<file path="config.mk">
export PLATFORM = sky130hd
export DESIGN_NAME = spi_controller
export DESIGN_NICKNAME = d
export VERILOG_FILES = /design/src/rtl/spi_controller.sv
export SDC_FILE = /design/constraint.sdc
export NUM_CORES = 1
export LEC_CHECK = 0
export CORE_MARGIN = 2
export CORE_UTILIZATION = 40
export CTS_CLUSTER_DIAMETER = 60
export DETAILED_ROUTE_END_ITERATION = 7
export PLACE_DENSITY = 0.6
export REMOVE_ABC_BUFFERS = 1
export SKIP_LAST_GASP = 1
export SLEW_MARGIN = 15
export SYNTH_ARGS = -nofsm -noshare
export SYNTH_HDL_FRONTEND = slang
export SYNTH_SLANG_ARGS = --single-unit
</file>
<file path="constraint.sdc">
create_clock -name clk -period 2.4 [get_ports clk]
set_clock_uncertainty 0.15 [all_clocks]
set_input_delay 0.48 -clock clk [delete_from_list [all_inputs] [get_ports clk]]
set_output_delay 0.48 -clock clk [all_outputs]
set_load 0.01 [all_outputs]
</file>
<file path="src/rtl/spi_controller.sv">
`timescale 1ns/1ps
`default_nettype none
// +------------------------------------------------------------------------+
// | spi_controller: SPI master, one frame per tx_en, modes 0-3, MSB first.  |
// | Optional: SPI_CONTROLLER_PARITY_EN adds sticky parity_err output.       |
// | Revision: 1.0                                                          |
// +------------------------------------------------------------------------+
module spi_controller #(
  parameter int BUS_LENGTH = 8,
  parameter int CLK_DIV    = 4
) (
  input  logic                  clk,
  input  logic                  rst,
  input  logic                  tx_en,
  input  logic                  CPOL,
  input  logic                  CPHA,
  input  logic [BUS_LENGTH-1:0] data_in,
  input  logic                  POCI,
  output logic [BUS_LENGTH-1:0] data_out,
  output logic                  PICO,
  output logic                  SCK,
  output logic                  CS
`ifdef SPI_CONTROLLER_PARITY_EN
  ,
  output logic                  parity_err
`endif
);

  localparam int c_CNT_W = $clog2(2 * CLK_DIV);
  localparam int c_TOG_W = $clog2(2 * BUS_LENGTH + 1);
  localparam logic [c_CNT_W-1:0] c_HALF_END = c_CNT_W'(CLK_DIV - 1);
  localparam logic [c_CNT_W-1:0] c_GAP_END  = c_CNT_W'(2 * CLK_DIV - 1);
  localparam logic [c_TOG_W-1:0] c_TOG_LAST = c_TOG_W'(2 * BUS_LENGTH - 1);

  typedef enum logic [2:0] {
    S_IDLE  = 3'd0,
    S_SETUP = 3'd1,
    S_XFER  = 3'd2,
    S_HOLD  = 3'd3,
    S_GAP   = 3'd4
  } state_e;

  state_e                 state_q, state_d;
  logic [c_CNT_W-1:0]     cnt_q, cnt_d;
  logic [c_TOG_W-1:0]     tog_q, tog_d;
  logic                   sck_q, sck_d;
  logic                   cs_q, cs_d;
  logic                   cpha_q, cpha_d;
  logic                   smp_q, smp_d;
  logic [BUS_LENGTH-1:0]  tx_q, tx_d;
  logic [BUS_LENGTH-1:0]  rx_q, rx_d;
  logic [BUS_LENGTH-1:0]  dout_q, dout_d;
  logic                   edge_now;
`ifdef SPI_CONTROLLER_PARITY_EN
  logic                   txpar_q, txpar_d;
  logic                   perr_q, perr_d;
`endif

  always_ff @(posedge clk or posedge rst) begin
    if (rst) begin
      state_q <= S_IDLE;
      cnt_q   <= '0;
      tog_q   <= '0;
      sck_q   <= 1'b0;
      cs_q    <= 1'b1;
      cpha_q  <= 1'b0;
      smp_q   <= 1'b0;
      tx_q    <= '0;
      rx_q    <= '0;
      dout_q  <= '0;
`ifdef SPI_CONTROLLER_PARITY_EN
      txpar_q <= 1'b0;
      perr_q  <= 1'b0;
`endif
    end else begin
      state_q <= state_d;
      cnt_q   <= cnt_d;
      tog_q   <= tog_d;
      sck_q   <= sck_d;
      cs_q    <= cs_d;
      cpha_q  <= cpha_d;
      smp_q   <= smp_d;
      tx_q    <= tx_d;
      rx_q    <= rx_d;
      dout_q  <= dout_d;
`ifdef SPI_CONTROLLER_PARITY_EN
      txpar_q <= txpar_d;
      perr_q  <= perr_d;
`endif
    end
  end

  always_comb begin
    state_d  = state_q;
    cnt_d    = cnt_q;
    tog_d    = tog_q;
    sck_d    = sck_q;
    cs_d     = cs_q;
    cpha_d   = cpha_q;
    smp_d    = smp_q;
    tx_d     = tx_q;
    rx_d     = rx_q;
    dout_d   = dout_q;
    edge_now = 1'b0;
`ifdef SPI_CONTROLLER_PARITY_EN
    txpar_d  = txpar_q;
    perr_d   = perr_q;
`endif

    unique case (state_q)
      S_IDLE: begin
        cs_d  = 1'b1;
        sck_d = CPOL;
        cnt_d = '0;
        tog_d = '0;
        if (tx_en) begin
          cpha_d  = CPHA;
          tx_d    = data_in;
          smp_d   = 1'b0;
          cs_d    = 1'b0;
          state_d = S_SETUP;
`ifdef SPI_CONTROLLER_PARITY_EN
          txpar_d = ^data_in;
`endif
        end
      end
      // The first SCK edge coincides with SETUP exit, one half-period after CS falls.
      S_SETUP: begin
        if (cnt_q == c_HALF_END) begin
          edge_now = 1'b1;
          cnt_d    = '0;
          state_d  = S_XFER;
        end else begin
          cnt_d = cnt_q + 1'b1;
        end
      end
      S_XFER: begin
        if (cnt_q == c_HALF_END) begin
          edge_now = 1'b1;
          cnt_d    = '0;
          if (tog_q == c_TOG_LAST) state_d = S_HOLD;
        end else begin
          cnt_d = cnt_q + 1'b1;
        end
      end
      S_HOLD: begin
        if (cnt_q == c_HALF_END) begin
          dout_d  = rx_q;
          cs_d    = 1'b1;
          cnt_d   = '0;
          state_d = S_GAP;
`ifdef SPI_CONTROLLER_PARITY_EN
          perr_d  = perr_q | (txpar_q ^ (^rx_q));
`endif
        end else begin
          cnt_d = cnt_q + 1'b1;
        end
      end
      S_GAP: begin
        cs_d = 1'b1;
        if (cnt_q == c_GAP_END) begin
          cnt_d   = '0;
          state_d = S_IDLE;
        end else begin
          cnt_d = cnt_q + 1'b1;
        end
      end
      default: state_d = S_IDLE;
    endcase

    // Sampling edge is rising for CPHA=0 and falling for CPHA=1, whatever CPOL is.
    if (edge_now) begin
      sck_d = ~sck_q;
      tog_d = tog_q + 1'b1;
      if (sck_d == ~cpha_q) begin
        rx_d  = {rx_q[BUS_LENGTH-2:0], POCI};
        smp_d = 1'b1;
      end else if (smp_q) begin
        tx_d = {tx_q[BUS_LENGTH-2:0], 1'b0};
      end
    end
  end

  assign SCK      = (state_q == S_IDLE) ? CPOL : sck_q;
  assign CS       = cs_q;
  assign PICO     = tx_q[BUS_LENGTH-1];
  assign data_out = dout_q;
`ifdef SPI_CONTROLLER_PARITY_EN
  assign parity_err = perr_q;
`endif

endmodule
`default_nettype wire

</file>
==> run summary <==
The number of hold buffers added after CTS came out at 0. The final standard cell count with taps included and fillers excluded is roughly 230. The part of the Yosys area used for sequential elements is 0.516.

Across every metal layer, demand over resource in global routing totals 0.150. The fraction of layout cells with a size suffix above 1 came out at 0.239. The number of standard-cell rows in the floorplan is 25. The core region is about 0.0046 mm2. The hold violation total from the final report came out at 0. The number of clock buffers inserted by TritonCTS came out at 5.

Across the VDD grid, the largest voltage drop is about 0.36 mV. After global routing the overflow that remains totals 0. The slowest stage cell on the critical path is sky130_fd_sc_hd__dfrtp_1.

The sequential cells in the finished layout cover a total of a little under 0.001 mm2. Summing all multi-input logic gate instances after layout gives ~850 um2. The analysis attributes to cell leakage a power of 1.09 nW. The number of failing setup endpoints in the final timing report is 0. The count of unresolved DRC violations after routing came out at 0.

The detailed-placement wirelength estimate came out at approximately 2.4 mm. The number of pins with negative max-slew slack in the final report is 0. The post-detailed-routing wire length came out at about 3.4 mm. The sequential share of power came out at 0.499. Measured along the x axis, the die boundary spans about 73 um.

The via count of the first global-routing pass came out at approximately 1300. The setup path with the least slack is of type flop to output pin. The number of antenna violations at the first check in global routing is 0. Counting cells, the worst reg-to-reg path comes to 6.

For this design the total switching power over the nets is ~270 uW. Synthesis handed over a netlist of ~150 instances. After synthesis the netlist holds a flip-flop and latch count of 39. The combinational share of power is 0.048. The critical path data required time is 1.77 ns.

The violation count after the first detailed-route iteration came out at 110. A synthesized cell averages 13.0 um2. The area overhead of the layout relative to synthesis is 24.9%. The starting density of the core is 0.409. The count of port buffers added during placement is 24. The minimum clock period is around 2.2 ns. The master cell of the clock root buffer is sky130_fd_sc_hd__clkbuf_8. The kind of path behind the tightest hold check is flop to flop. The clock edge transition at the registers on the reported setup and hold paths is roughly 0.070 ns. The clock insertion delay at the later pin of the skew report is around 0.29 ns. The count of warnings emitted by yosys is 0.

Headroom to the max-slew limit came out at 0.560. 0 antenna diodes ended up in the layout. Dividing total power by cell area gives a power density of 599 mW/mm2. STA puts the critical path data arrival time at roughly 1.6 ns.

The clock share of power came out at 0.453. The final route contains 1259 vias. The final total negative setup slack came out at 0 ns. The number of instances on the worst hold path came out at 1. The overall power consumption came out at 1.42 mW. The vertical die dimension is 72.8 um.

The floorplan die area came out at 0.00530 mm2. Before antenna repair, the detailed router went through 4 iterations. Across the run, the number of max-cap violations was 0. Setup repair after global routing left no endpoint under its margin. The worst setup path is launched from a flop. The reg2reg setup slack is between 0.3 and 0.4 ns. The count of nets left with antenna violations once routing finished came out at 0. The switching share of total power came out at 0.190. The number of top-level pins came out at 25.

The wire length of the first global-routing pass came out at 6.09 mm. The post-layout net count came out at 199. The final clock period utilization by the worst path came out at 0.907.

Entering global routing, the biggest net connects 40 pins. The final weighted congestion of routability-driven global placement came out at 0.685. The CTS H-tree depth is 2. In this run the cell area of the synthesized design comes to 0.00189 mm2. The number of fill cells in the layout came out at about 410. The critical path goes through nor3_2 > mux2_2 > dlygate4sd2_1. TritonCTS built the clock tree. The highest clock frequency the design can meet came out at 459 MHz. On the final layout, the worst hold slack is 0.332 ns. The type of element capturing the critical path is an output pin.

In this run the worst path has a maximum fanout of 2. The clock passes through at most 2 buffers. The count of different cell masters after synthesis came out at 37. The detail-routed net length per standard cell is 14.7 um. The flow ran to the end, and the final reports show no timing, DRC or antenna violations. The largest incremental delay on the critical path came out at ~0.40 ns. The cell-internal power came out at around 1.1 mW. The slew at the pin closest to its max-slew limit came out at 0.657 ns. The number of sinks driven by the clock tree is 39.

The post-detailed-route via-to-cell ratio came out at ~5.4. The number of instances in the placed design is 226.
-- registers in the layout (all words and copies together) (netlist names) --
name	count
data_out	8
rx_q	8
tx_q	8
tog_q	5
cnt_q	3
state_q	3
CS	1
cpha_q	1
sck_q	1
smp_q	1
-- kinds of logic (layout without fill, tap and decap cells) --
kind of cell	Yosys count	count (layout)	synth area share
AOI/OAI and AO/OA	20	20	0.0701
muxes	35	35	0.208
and+or+nand+nor	26	26	0.0972
xor gates and xnor gates	3	3	0.0178
DFF	39	39	0.516
adders and majority gates	9	9	0.0555
buffers and inverters	14	48	0.0357
-- worst max-delay path, delay by kind of cell, from the launching register on --
kind | cells | cell delay, ns
and+or+nand+nor | 1 | 0.21
buffers and inverters | 1 | 0.28
muxes | 1 | 0.37
DFF | 1 | 0.40
-- stage by stage --
stage / setup WS [ns] / utilization / cell area [um2]
floorplan: 0.233 / - / 1860
global placement: 0.120 / 0.480 / 2220
detailed placement: 0.0878 / 0.480 / 2220
CTS: 0.196 / 0.511 / 2360
global route: 0.135 / 0.511 / 2360
finish: 0.223 / 0.511 / 2360
-- layout by cell type (no fill, tap or decap), types with 5 or more instances in the layout --
| cell | Yosys | routed |
|---|---|---|
| sky130_fd_sc_hd__mux2_2 | 19 | 19 |
| sky130_fd_sc_hd__ha_1 | 6 | 6 |
| sky130_fd_sc_hd__clkdlybuf4s50_1 | 0 | 23 |
| sky130_fd_sc_hd__inv_1 | 8 | 8 |
| sky130_fd_sc_hd__dfrtp_1 | 38 | 38 |
| sky130_fd_sc_hd__a21oi_1 | 6 | 6 |
| sky130_fd_sc_hd__buf_4 | 1 | 8 |
| sky130_fd_sc_hd__clkbuf_8 | 0 | 5 |
| sky130_fd_sc_hd__nand2_1 | 7 | 7 |
| sky130_fd_sc_hd__mux2_1 | 15 | 15 |
-- routing by layer --
metal / GRT usage / share of wire
met1: 0.192 / 0.43
met2: 0.242 / 0.51
met3: 0.0483 / 0.048
met4: 0.0514 / 0.015
met5: 0 / 0
-- final timing paths --
check / startpoint / endpoint
setup / recovery: state_q[1]$_DFFE_PP0P_ / SCK
hold / removal: tx_q[1]$_DFF_PP0_ / tx_q[2]$_DFF_PP0_
setup reg to reg: cnt_q[0]$_DFFE_PP0P_ / tx_q[7]$_DFF_PP0_
hold reg to reg: tx_q[1]$_DFF_PP0_ / tx_q[2]$_DFF_PP0_
max in group asynchronous: rst / CS$_DFFE_PP1P_
min in group asynchronous: rst / tx_q[0]$_DFF_PP0_
-- cell usage after synthesis --
cell type	count	area, um2
sky130_fd_sc_hd__ha_1	6	75.1
sky130_fd_sc_hd__xor2_2	1	16.3
sky130_fd_sc_hd__nand4b_4	1	23.8
sky130_fd_sc_hd__o22ai_1	1	6.26
sky130_fd_sc_hd__dfstp_2	1	26.3
sky130_fd_sc_hd__a211oi_1	1	7.51
sky130_fd_sc_hd__a41o_1	1	10.0
sky130_fd_sc_hd__buf_6	1	11.3
sky130_fd_sc_hd__dfrtp_1	38	951
sky130_fd_sc_hd__mux2_2	19	214
sky130_fd_sc_hd__and4_1	1	8.76
sky130_fd_sc_hd__buf_4	1	7.51
sky130_fd_sc_hd__nand2b_1	2	12.5
sky130_fd_sc_hd__o21ai_0	3	15.0
sky130_fd_sc_hd__nor4b_4	1	23.8
sky130_fd_sc_hd__mux2_1	15	169
sky130_fd_sc_hd__a31oi_1	2	12.5
sky130_fd_sc_hd__nor3_1	2	10.0
sky130_fd_sc_hd__o22a_1	3	26.3
sky130_fd_sc_hd__and3_1	1	6.26
sky130_fd_sc_hd__mux2i_1	1	10.0
sky130_fd_sc_hd__nand3b_1	2	15.0
sky130_fd_sc_hd__nand3_1	1	5.00
sky130_fd_sc_hd__inv_1	8	30.0
sky130_fd_sc_hd__a21oi_1	6	30.0
sky130_fd_sc_hd__xnor2_1	2	17.5
sky130_fd_sc_hd__maj3_1	3	30.0
sky130_fd_sc_hd__a31o_2	1	8.76
sky130_fd_sc_hd__nor2_1	2	7.51
sky130_fd_sc_hd__nand2_1	7	26.3
sky130_fd_sc_hd__a221oi_1	1	8.76
sky130_fd_sc_hd__a22oi_1	1	7.51
sky130_fd_sc_hd__and2_1	2	12.5
sky130_fd_sc_hd__buf_2	3	15.0
sky130_fd_sc_hd__nand3_2	2	20.0
sky130_fd_sc_hd__nor2b_1	2	12.5
sky130_fd_sc_hd__clkbuf_1	1	3.75
-- layout make-up --
cell class	instances	area share
multi-input combinational	93	0.361
clock buffer	5	0.0291
sequential	39	0.413
tap	54	0.0286
clock inverter	3	0.0286
inverter	8	0.0127
timing repair buffer	32	0.127
-- power groups by stage --
stage               combinational (mW)  clock (mW)  sequential [mW]
floorplan                       0.0394           0            0.714
finish                          0.0673       0.641            0.707
CTS                             0.0695       0.662            0.707
global route                    0.0756       0.694            0.711
detailed placement              0.0695           0            0.721
global placement                0.0662           0            0.720
-- what timing repair did --
item | in CTS | in global routing
endpoints found under the setup margin | 1 | 0
setup buffers | 0 | 0
resized for setup | 2 | 0
Power figures use the tool's default switching activity.
